## src/rtl/calpoc_pkg.sv

```systemverilog
// Shared key encoding for the calculator proof-of-concept: key codes,
// their width, and the press-priority picker used by the button front end.
package calpoc_pkg;

  localparam int KEY_W    = 3;
  localparam int NUM_KEYS = 6;

  localparam logic [KEY_W-1:0] KEY_DIGIT0 = 3'd0;
  localparam logic [KEY_W-1:0] KEY_DIGIT1 = 3'd1;
  localparam logic [KEY_W-1:0] KEY_OR     = 3'd2;
  localparam logic [KEY_W-1:0] KEY_XOR    = 3'd3;
  localparam logic [KEY_W-1:0] KEY_EQUALS = 3'd4;
  localparam logic [KEY_W-1:0] KEY_CLEAR  = 3'd5;

  // Press bit i carries key code i, so the highest set bit is the winner.
  function automatic logic [KEY_W-1:0] pickKey(input logic [NUM_KEYS-1:0] presses);
    logic [KEY_W-1:0] key;
    key = KEY_DIGIT0;
    for (int i = 0; i < NUM_KEYS; i++) begin
      if (presses[i]) key = KEY_W'(i);
    end
    return key;
  endfunction

endpackage

```

## src/rtl/debounce_cell.sv

```systemverilog
// One button channel: flop synchroniser, stability counter and a one-cycle
// press pulse on each accepted 0->1 change of the debounced level.
module debounce_cell
  import calpoc_pkg::*;
#(
  parameter int DEBOUNCE_CYCLES = 16,
  parameter int SYNC_STAGES     = 2
) (
  input  logic Clock,
  input  logic ResetN,
  input  logic button,
  output logic press
);

  localparam int CNT_W = $clog2(DEBOUNCE_CYCLES + 1);

  logic [SYNC_STAGES-1:0] syncChain;
  logic [CNT_W-1:0]       count;
  logic                   stable;
  logic                   synced;

  assign synced = syncChain[SYNC_STAGES-1];

  always_ff @(posedge Clock) begin
    if (!ResetN) begin
      syncChain <= '0;
      count     <= '0;
      stable    <= 1'b0;
      press     <= 1'b0;
    end else begin
      syncChain <= {syncChain[SYNC_STAGES-2:0], button};
      press     <= 1'b0;
      if (synced == stable) begin
        count <= '0;
      end else if (count == CNT_W'(DEBOUNCE_CYCLES - 1)) begin
        // This edge is the DEBOUNCE_CYCLES-th consecutive mismatch.
        stable <= synced;
        count  <= '0;
        press  <= synced;
      end else begin
        count <= count + 1'b1;
      end
    end
  end

endmodule

```

## src/rtl/button_conditioner.sv

```systemverilog
// Six debounced calculator buttons feeding a one-entry, priority-resolved key
// buffer. Define BUTTON_CONDITIONER_DROP_FLAG_EN to expose the DroppedKey flag.
module button_conditioner
  import calpoc_pkg::*;
#(
  parameter int DEBOUNCE_CYCLES = 16,
  parameter int SYNC_STAGES     = 2
) (
  input  logic             Clock,
  input  logic             ResetN,
  input  logic             ButtonFor0,
  input  logic             ButtonFor1,
  input  logic             ButtonForOR,
  input  logic             ButtonForXOR,
  input  logic             ButtonForEquals,
  input  logic             ButtonForClear,
  input  logic             KeyReady,
  output logic             KeyValid,
  output logic [KEY_W-1:0] KeyCode
`ifdef BUTTON_CONDITIONER_DROP_FLAG_EN
  ,
  output logic             DroppedKey
`endif
);

  logic [NUM_KEYS-1:0] buttons;
  logic [NUM_KEYS-1:0] presses;
  logic [KEY_W-1:0]    winner;
  logic                anyPress;
  logic                acceptNew;

  assign buttons   = {ButtonForClear, ButtonForEquals, ButtonForXOR,
                      ButtonForOR, ButtonFor1, ButtonFor0};
  assign winner    = pickKey(presses);
  assign anyPress  = |presses;
  // Clear always wins the buffer; anything else needs it free or draining now.
  assign acceptNew = (winner == KEY_CLEAR) || !KeyValid || KeyReady;

  for (genvar i = 0; i < NUM_KEYS; i++) begin : gCell
    debounce_cell #(
      .DEBOUNCE_CYCLES(DEBOUNCE_CYCLES),
      .SYNC_STAGES    (SYNC_STAGES)
    ) uCell (
      .Clock (Clock),
      .ResetN(ResetN),
      .button(buttons[i]),
      .press (presses[i])
    );
  end

  always_ff @(posedge Clock) begin
    if (!ResetN) begin
      KeyValid <= 1'b0;
      KeyCode  <= KEY_DIGIT0;
    end else if (anyPress && acceptNew) begin
      KeyValid <= 1'b1;
      KeyCode  <= winner;
    end else if (KeyValid && KeyReady) begin
      KeyValid <= 1'b0;
    end
  end

`ifdef BUTTON_CONDITIONER_DROP_FLAG_EN
  always_ff @(posedge Clock) begin
    if (!ResetN) begin
      DroppedKey <= 1'b0;
    end else if (anyPress) begin
      if (winner == KEY_CLEAR) DroppedKey <= 1'b0;
      else if (!acceptNew)     DroppedKey <= 1'b1;
    end
  end
`endif

endmodule

```

## config.mk

```make
export PLATFORM = sky130hd
export DESIGN_NAME = button_conditioner
export DESIGN_NICKNAME = d
export VERILOG_FILES = /design/src/rtl/calpoc_pkg.sv /design/src/rtl/debounce_cell.sv /design/src/rtl/button_conditioner.sv
export SDC_FILE = /design/constraint.sdc
export NUM_CORES = 1
export LEC_CHECK = 0
export BUFFER_PORTS_ARGS = -buffer_cell sky130_fd_sc_hd__buf_2
export CORE_MARGIN = 4
export CORE_UTILIZATION = 58
export CTS_BUF_LIST = sky130_fd_sc_hd__clkbuf_16
export DETAILED_ROUTE_END_ITERATION = 10
export GPL_TIMING_DRIVEN = 1
export PLACE_DENSITY = 0.77
export SLEW_MARGIN = 20
export SYNTH_ARGS = -nofsm -noshare
export SYNTH_HDL_FRONTEND = slang
export SYNTH_SLANG_ARGS = --single-unit
```

## constraint.sdc

```tcl
create_clock -name Clock -period 1.57 [get_ports Clock]
set_input_delay 0.157 -clock Clock [delete_from_list [all_inputs] [get_ports Clock]]
set_output_delay 0.157 -clock Clock [all_outputs]
set_load 0.05 [all_outputs]
```

-- Word-level counts from Yosys, hierarchy flattened
Index checks and enable logic that the tools add are counted.
- output and inout bits: 4
- flip-flop bits (word level): 58
- reductions and logical operators: 25
- bitwise logic cells: 13
- multiplexer cells: 7
- eq/ne operators: 13
- add/sub/neg operators: 6
- operators by type and width (kind ; number):
    3-bit OR reduction ; 12
    5-bit by 1-bit adder with 5-bit output, second input constant ; 6
    5-bit by 4-bit equality test with 1-bit output, second input constant ; 6
    1-bit NOT ; 13
    3-bit 2-to-1 mux ; 4
    2-bit AND reduction ; 6
    1-bit equality test ; 6
    6-bit OR reduction ; 1
    3-bit equality test, second input constant ; 1
    1-bit 2-to-1 mux ; 3
    1-bit logical AND ; 2
    1-bit logical OR ; 2
    2-bit nonzero test ; 1
    1-bit logical NOT ; 1

-- Longest topological paths before layout
Gate-level depths: netlist of the first run.
- word-level depth: 10
- mapped depth: 5
- depth with buffers taken out: 5

-- Hierarchy
A second synthesis of the first run with hierarchy kept.
- cell total of the unflattened synthesis: 196
- area total of the unflattened synthesis: 2125.8 um^2
- modules (own cells, without submodules) (module ; area an instance (um^2) ; times used ; cells an instance):
    debounce_cell ; 320.3 ; 6 ; 29
    button_conditioner ; 203.9 ; 1 ; 22

-- Worst setup path before layout of the first run
No wires, ideal clock.
- path type: reg-to-reg
- start point: register gCell[3].uCell.press
- end point: register KeyCode[0]
- setup time: 0.059 ns
- cell stages (with the launch flop): 5
- path slack: 0.252 ns
- path buffers: 0
- arrival: 1.259 ns
- data required time: 1.511 ns
- path through: dfxtp_1 or4_4 nor3_4 o21bai_1 o311a_1
- cells in the longest elaborated chain, start to end: 7
- ends and longest elaborated chain (what ; RTL line ; source):
    start: declaration ; debounce_cell.sv:12 ; output logic press
    start signal: assignment ; debounce_cell.sv:39 ; press <= synced;
    3-bit 2-to-1 mux (3 in a row) ; calpoc_pkg.sv:20 ; if (presses[i]) key = KEY_W'(i);
    3-bit equality test ; button_conditioner.sv:37 ; assign acceptNew = (winner == KEY_CLEAR) || !KeyValid || KeyReady;
    1-bit logical OR (2 in a row) ; button_conditioner.sv:37 ;
    1-bit logical AND ; button_conditioner.sv:55 ; end else if (anyPress && acceptNew) begin
    end signal: assignment ; button_conditioner.sv:57 ; KeyCode <= winner;
    end: declaration ; button_conditioner.sv:19 ; output logic [KEY_W-1:0] KeyCode
Several ways; a longest one is shown, not always the timed one.
A chain may end at the register's enable or synchronous reset.

-- Final worst setup path of the first run
- start point: register gCell[4].uCell.count[0]
- end point: register gCell[4].uCell.count[1]
- cells in the longest elaborated chain, start to end: 2
- ends and longest elaborated chain (what ; RTL line ; source):
    start: declaration ; debounce_cell.sv:18 ; logic [CNT_W-1:0] count;
    start signal: assignment ; debounce_cell.sv:41 ; count <= count + 1'b1;
    branches (longest 2 deep; another with 5-bit by 1-bit adder with 5-bit output) ; -- ;
Parallel ways; which one is timed is not known.

==> impl_results.md, run 1 <==
* Final Setup Violations at 0
* Distinct cells, synth at 25
* Ports at 13
* Cells after synthesis at between 150 and 200
* Starting Density at 0.6176
* Post-route ant nets at 0
* Total Power at 3.175 mW
* Layout cells sized above 1 at 0.1256
* Inserted Clock Buffers at 9
* Arr. time, crit path at around 1.7 ns
* Worst-path clk slew at 0.05 ns
* Diode count at 0
* Final max-slew violation count at 0
* Status: completed
* Die Area at roughly 4700 um^2
* First-pass GRT wire length at around 6200 um
* Seq/Total Area, Yosys at 0.5504
* Cell area after synthesis at 2110 um^2
* Final setup TNS at 0 ns
* Hold path startpoint: ButtonForXOR
* #FFs+latches synth at 58
* Die Wd at about 68 um
* Most frequent cells in the layout: dfxtp_1 (58), nor2_1 (31), inv_1 (14)
* MaxCap Viol Count at 0
* Setup CP Type: reg -> reg
* Startpoint class of the critical path: flip-flop
* Mapped Avg Cell Area at between 10 and 15 um^2
* Clock root buffer: clkbuf_16
* HP Class: in -> reg
* Hold_buf cts at 0
* Tcrit/Tclk final at 0.9447
* CP required at approximately 1.8 ns
* Wire length per cell at 13.22 um
* Hold Violations, Final at 0
* Worst-margin pin slew at roughly 0.47 ns
* CTS tree: yes
* Post-detailed-placement half-perimeter wirelength at between 2000 and 2500 um
* Drt drc at 0
* Tmin final at between 1 and 1.5 ns
* Die Ht at between 60 and 70 um
* RSZ-0062 raised after global routing: false
* CP max FO at 5
* Fin util at 0.7238
* Routed vias/inst at 5.007
* Synth-to-layout area growth at 17.20%
* Overflow after GRT at 0
* PwrDens at 1284 nW/um^2
* Core area at approximately 3400 um^2
* Initial antenna violation count at 0
* CP Launch Point: gCell[4].uCell.count[0]
* Post-layout net count at 240
* Largest net degree at the start of global routing at 35
* DRT Wirelength at roughly 3600 um
* Most common cell after layout, fill and taps aside: dfxtp_1
* Ys Warns at 0
* Leakage at roughly 1.0 nW
* GPL Wtd Cong at just under 0.8
* CTS Buffer Depth at 2
* Worst reg2reg path startpoint: gCell[4].uCell.count[0]
* Clk sinks at 58
* Setup bufs post-CTS at 0
* Clock latency on the worst-skew pair at 0.31 ns
* Site Rows at 21
* Synth Net Count at 220
* Layout Skew at approximately 0.0056 ns
* H-Tree Level Count at 3
* Vias at 1347
* Ranking of synthesized cells by area: dfxtp_1 (55%), ha_1 (7.1%), nor2_1 (5.7%), xor2_1 (5.0%), and2_1 (3.6%)
* Top cell type by total area after synthesis: dfxtp_1
* GRT Total Usage at 0.1910
* Peak supply drop at about 0.0010 V
* Yosys top cell area share at 0.5504
* Relative slew slack at 0.6870
* Vias in the first global route at between 1000 and 1500
* Initial DRC count at 69
* Post_cts resized at 0
* Port-buffer cells at 12
* FMAX at around 670 MHz
* Setup crit end kind: flip-flop
* 1st-pass router iterations at 4
## synth_stat cells
| library cell | n |
|---|---|
| a21boi_0 | 1 |
| a21boi_1 | 2 |
| a21oi_1 | 2 |
| and2_1 | 12 |
| and3_1 | 6 |
| and4b_1 | 6 |
| clkbuf_1 | 3 |
| dfxtp_1 | 58 |
| ha_1 | 12 |
| inv_1 | 13 |
| mux2i_1 | 6 |
| nand2b_1 | 1 |
| nand3_1 | 6 |
| nand3b_1 | 6 |
| nor2_1 | 32 |
| nor2b_1 | 7 |
| nor3_4 | 1 |
| o21ai_0 | 1 |
| o21ai_1 | 1 |
| o21bai_1 | 2 |
| o311a_1 | 1 |
| or4_1 | 1 |
| or4_4 | 1 |
| xnor2_1 | 6 |
| xor2_1 | 12 |
## cells by family (layout without fill, tap and decap cells)
group / Yosys count / after routing / synth area share
adder cells (fa/ha/maj): 12 / 12 / 0.07117
flip-flops: 58 / 58 / 0.5504
AO/OA/AOI/OAI: 10 / 10 / 0.03202
buffers and inverters: 16 / 40 / 0.02847
XOR/XNOR: 18 / 18 / 0.07473
multiplexers: 6 / 6 / 0.02847
AND/OR/NAND/NOR: 79 / 79 / 0.2147
## where the power goes
group	switching [mW]	internal, mW	leakage (nW)
registers	0.0119	1.50	0.470
clock network	0.592	1.03	0.131
logic	0.0258	0.0236	0.436
## critical path: stages, from the launching register on
cell	delay, ns
dfxtp_1	0.32
ha_1	0.23
and3_1	0.16
ha_1	0.23
nand3b_1	0.25
nor2_1	0.21
## metrics by stage
| stage | setup slack, ns | std cells | hold WS (ns) | area, um^2 |
|---|---|---|---|---|
| 6_report | 0.08685 | 269 | 0.05109 | 2472 |
| 2_1_floorplan | 0.2516 | 199 | 0.2843 | 2110 |
| 5_1_grt | 0.01478 | 269 | 0.05410 | 2472 |
| 4_1_cts | 0.08966 | 269 | 0.03996 | 2467 |
| 3_3_place_gp | 0.1890 | 254 | 0.3638 | 2216 |
| 3_5_place_dp | 0.1139 | 254 | 0.3681 | 2216 |
## per-layer routing
| layer | part of all wire | track usage | up-vias |
|---|---|---|---|
| met4 | 0.013 | 0.1191 | 0 |
| met2 | 0.53 | 0.3490 | 21 |
| li1 | - | - | 697 |
| met3 | 0.040 | 0.05419 | 4 |
| met1 | 0.42 | 0.1871 | 625 |
| met5 | 0 | 0 | - |
## layout make-up
class,count,area (um^2)
Tap cell,46,57.56
Sequential cell,58,1161
Inverter,13,48.80
Clock inverter,6,26.28
Multi-Input combinational cell,125,893.4
Timing Repair Buffer,12,60.06
Fill cell,243,943.4
Clock buffer,9,225.2
## registers in the layout, indices dropped and copies added, names as in the netlist
signal / count
gCell.uCell.count: 30
gCell.uCell.syncChain: 12
gCell.uCell.press: 6
gCell.uCell.stable: 6
KeyCode: 3
KeyValid: 1
## path summary, 6_finish.rpt
kind	end	slack (ns)	depth (start not counted)
hold / removal	gCell[3].uCell.syncChain[0]	0.05	2
hold reg to reg	gCell[4].uCell.syncChain[1]	0.43	1
setup reg to reg	gCell[4].uCell.count[1]	0.09	5
setup / recovery	gCell[4].uCell.count[1]	0.09	5
Power figures use the tool's default switching activity.
==> inputs of run 2 (changes only) <==
--- a/config.mk
+++ b/config.mk
@@ -11,7 +11,8 @@
 export CTS_BUF_LIST = sky130_fd_sc_hd__clkbuf_16
 export DETAILED_ROUTE_END_ITERATION = 10
 export GPL_TIMING_DRIVEN = 1
-export PLACE_DENSITY = 0.77
+export PLACE_DENSITY = 0.73
+export RECOVER_POWER = 50
 export SLEW_MARGIN = 20
 export SYNTH_ARGS = -nofsm -noshare
 export SYNTH_HDL_FRONTEND = slang
==> impl_results.md, run 2 (synthesis results as in run 1) <==
* Inserted Clock Buffers at 9
* Fin util at 0.7227
* Worst R2R Setup Slack at between 0.1 and 0.15 ns
* Tmin final at 1.449 ns
* Critical Path Max Stage Delay at ~0.32 ns
* Starting Density at 0.6176
* Worst-path clk slew at approximately 0.050 ns
* Final Setup Violations at 0
* Initial antenna violation count at 0
* Most common cell after layout, fill and taps aside: dfxtp_1
* Clock latency on the worst-skew pair at about 0.32 ns
* Worst path cell trace: ha_1, and3_1, ha_1, nand3b_1, nor2_1
* Most frequent cells in the layout: dfxtp_1 (58), nor2_1 (31), inv_1 (14)
* First-pass GRT wire length at roughly 5600 um
* Synth-to-layout area growth at 17.02%
* Cell mode on critical path: ha_1
* Die Wd at 68.31 um
* Drt drc at 0
* Initial DRC count at 48
* Overflow after GRT at 0
* Top reg by flops: gCell.uCell.count
* H-Tree Level Count at 3
* Ports at 13
* Layout cells sized above 1 at 0.09821
* DRT Wirelength at 3184 um
* Status: completed
* CP required at 1.82 ns
* Peak supply drop at 0.0009007 V
* Leakage at around 1.0 nW
* Startpoint class of the critical path: flip-flop
* Diode count at 0
* Site Rows at 21
* Port-buffer cells at 12
* HP Class: in -> reg
* Clk sinks at 58
* Hold Violations, Final at 0
* Biggest registers after layout: gCell.uCell.count x30, gCell.uCell.syncChain x12
* Layout Skew at roughly 0.0056 ns
* GPL Wtd Cong at roughly 0.70
* Tcrit/Tclk final at 0.9232
* Post-detailed-placement half-perimeter wirelength at 2183 um
* CP max stage cell: dfxtp_1
* Vias in the first global route at about 1400
* Final setup TNS at 0 ns
* Routed vias/inst at between 5 and 6
* Final max-slew violation count at 0
* Post-route ant nets at 0
* GRT Total Usage at 0.1697
* # placed instances at roughly 250
* Vias at ~1400
* WP buf/inv at 0
* PwrDens at between 1000 and 1500 nW/um^2
* WHS Endpoint: gCell[2].uCell.syncChain[0]
* Core area at about 3400 um^2
* Worst hold path depth at 2
* CTS tree: yes
* Setup crit end kind: flip-flop
* FMAX at between 600 and 700 MHz
* Arr. time, crit path at 1.70 ns
* Die Area at ~4700 um^2
* Hold_buf cts at 0
* Hold path startpoint: ButtonForOR
* Number of flip-flops in the largest register at 30
* Largest net degree at the start of global routing at 35
* Worst reg2reg path startpoint: gCell[2].uCell.count[0]
* Die Ht at approximately 70 um
* CTS Buffer Depth at 2
* R2r endpoint: gCell[2].uCell.count[3]
* Setup CP Type: reg -> reg
* Post-layout net count at 240
* Wire length per cell at around 12 um
* Cell family with most CP delay: simple AND/OR/NAND/NOR gates
* 1st-pass router iterations at 4
* Reg2Reg Depth at 5
* Worst-margin pin slew at roughly 0.60 ns
* Final Non-Filler Cells at 270
* MaxCap Viol Count at 0
* Clock root buffer: clkbuf_16
* Relative slew slack at 0.5990
* RSZ-0062 raised after global routing: false
* Worst hold slack at between 0.04 and 0.05 ns
* CP max FO at 5
==> run 2: cell count changes in the layout (fill, tap and decap cells not counted), sizes merged <==
cell    delta
buf        -4
clkbuf     +4
clkinv     +1
==> run 2: power breakdown <==
| group | leakage (nW) | internal [mW] | total, mW | switching (mW) |
|---|---|---|---|---|
| clock | 0.128 | 1.02 | 1.60 | 0.581 |
| sequential | 0.470 | 1.50 | 1.51 | 0.0106 |
| combinational | 0.415 | 0.0233 | 0.0494 | 0.0261 |
==> run 2: what timing repair did <==
item                                    CTS  global route
resized for setup                         0             2
buffers inserted                          0             0
endpoints found under the setup margin    0             6
==> run 2: area by class of cell <==
cell class	count	area, um^2
flip-flops and latches	58	1161
fillers	265	947.2
multi-input cells	125	893.4
clock inverters	7	27.53
repair buffers	12	55.05
well taps	46	57.56
clock buffers	9	225.2
inverters	13	48.80
==> run 2: worst max path at each step <==
stage / startpoint / to / slack, ns / cells past startpoint
3_3_place_gp: gCell[3].uCell.count[0] / gCell[3].uCell.count[3] / 0.20 / 5
6_report: gCell[2].uCell.count[0] / gCell[2].uCell.count[3] / 0.12 / 5
4_1_cts: gCell[1].uCell.count[0] / gCell[1].uCell.count[2] / 0.09 / 5
5_1_grt: gCell[3].uCell.count[0] / gCell[3].uCell.count[2] / 0.001 / 5
3_5_place_dp: gCell[1].uCell.count[0] / gCell[1].uCell.count[2] / 0.11 / 5
2_1_floorplan: gCell[3].uCell.press / KeyCode[0] / 0.25 / 4
==> run 2: metal layers <==
layer  routed length (um)  share of wire  GRT usage  vias up
met4                   64          0.020     0.1092        0
met1                 1388           0.44     0.1658      637
met3                  143          0.045    0.07882        9
met5                    0              0          0        -
li1                     -              -          -      699
met2                 1588           0.50     0.2864       18
==> run 2: stage by stage <==
| stage | area (um^2) | total power [mW] | setup WS, ns |
|---|---|---|---|
| final | 2469 | 3.160 | 0.1206 |
| after global routing | 2469 | 3.276 | 0.001005 |
| after CTS | 2469 | 3.190 | 0.08862 |
| after detailed placement | 2216 | 1.584 | 0.1112 |
| after global placement | 2216 | 1.578 | 0.1982 |
| after floorplan | 2110 | 1.564 | 0.2516 |
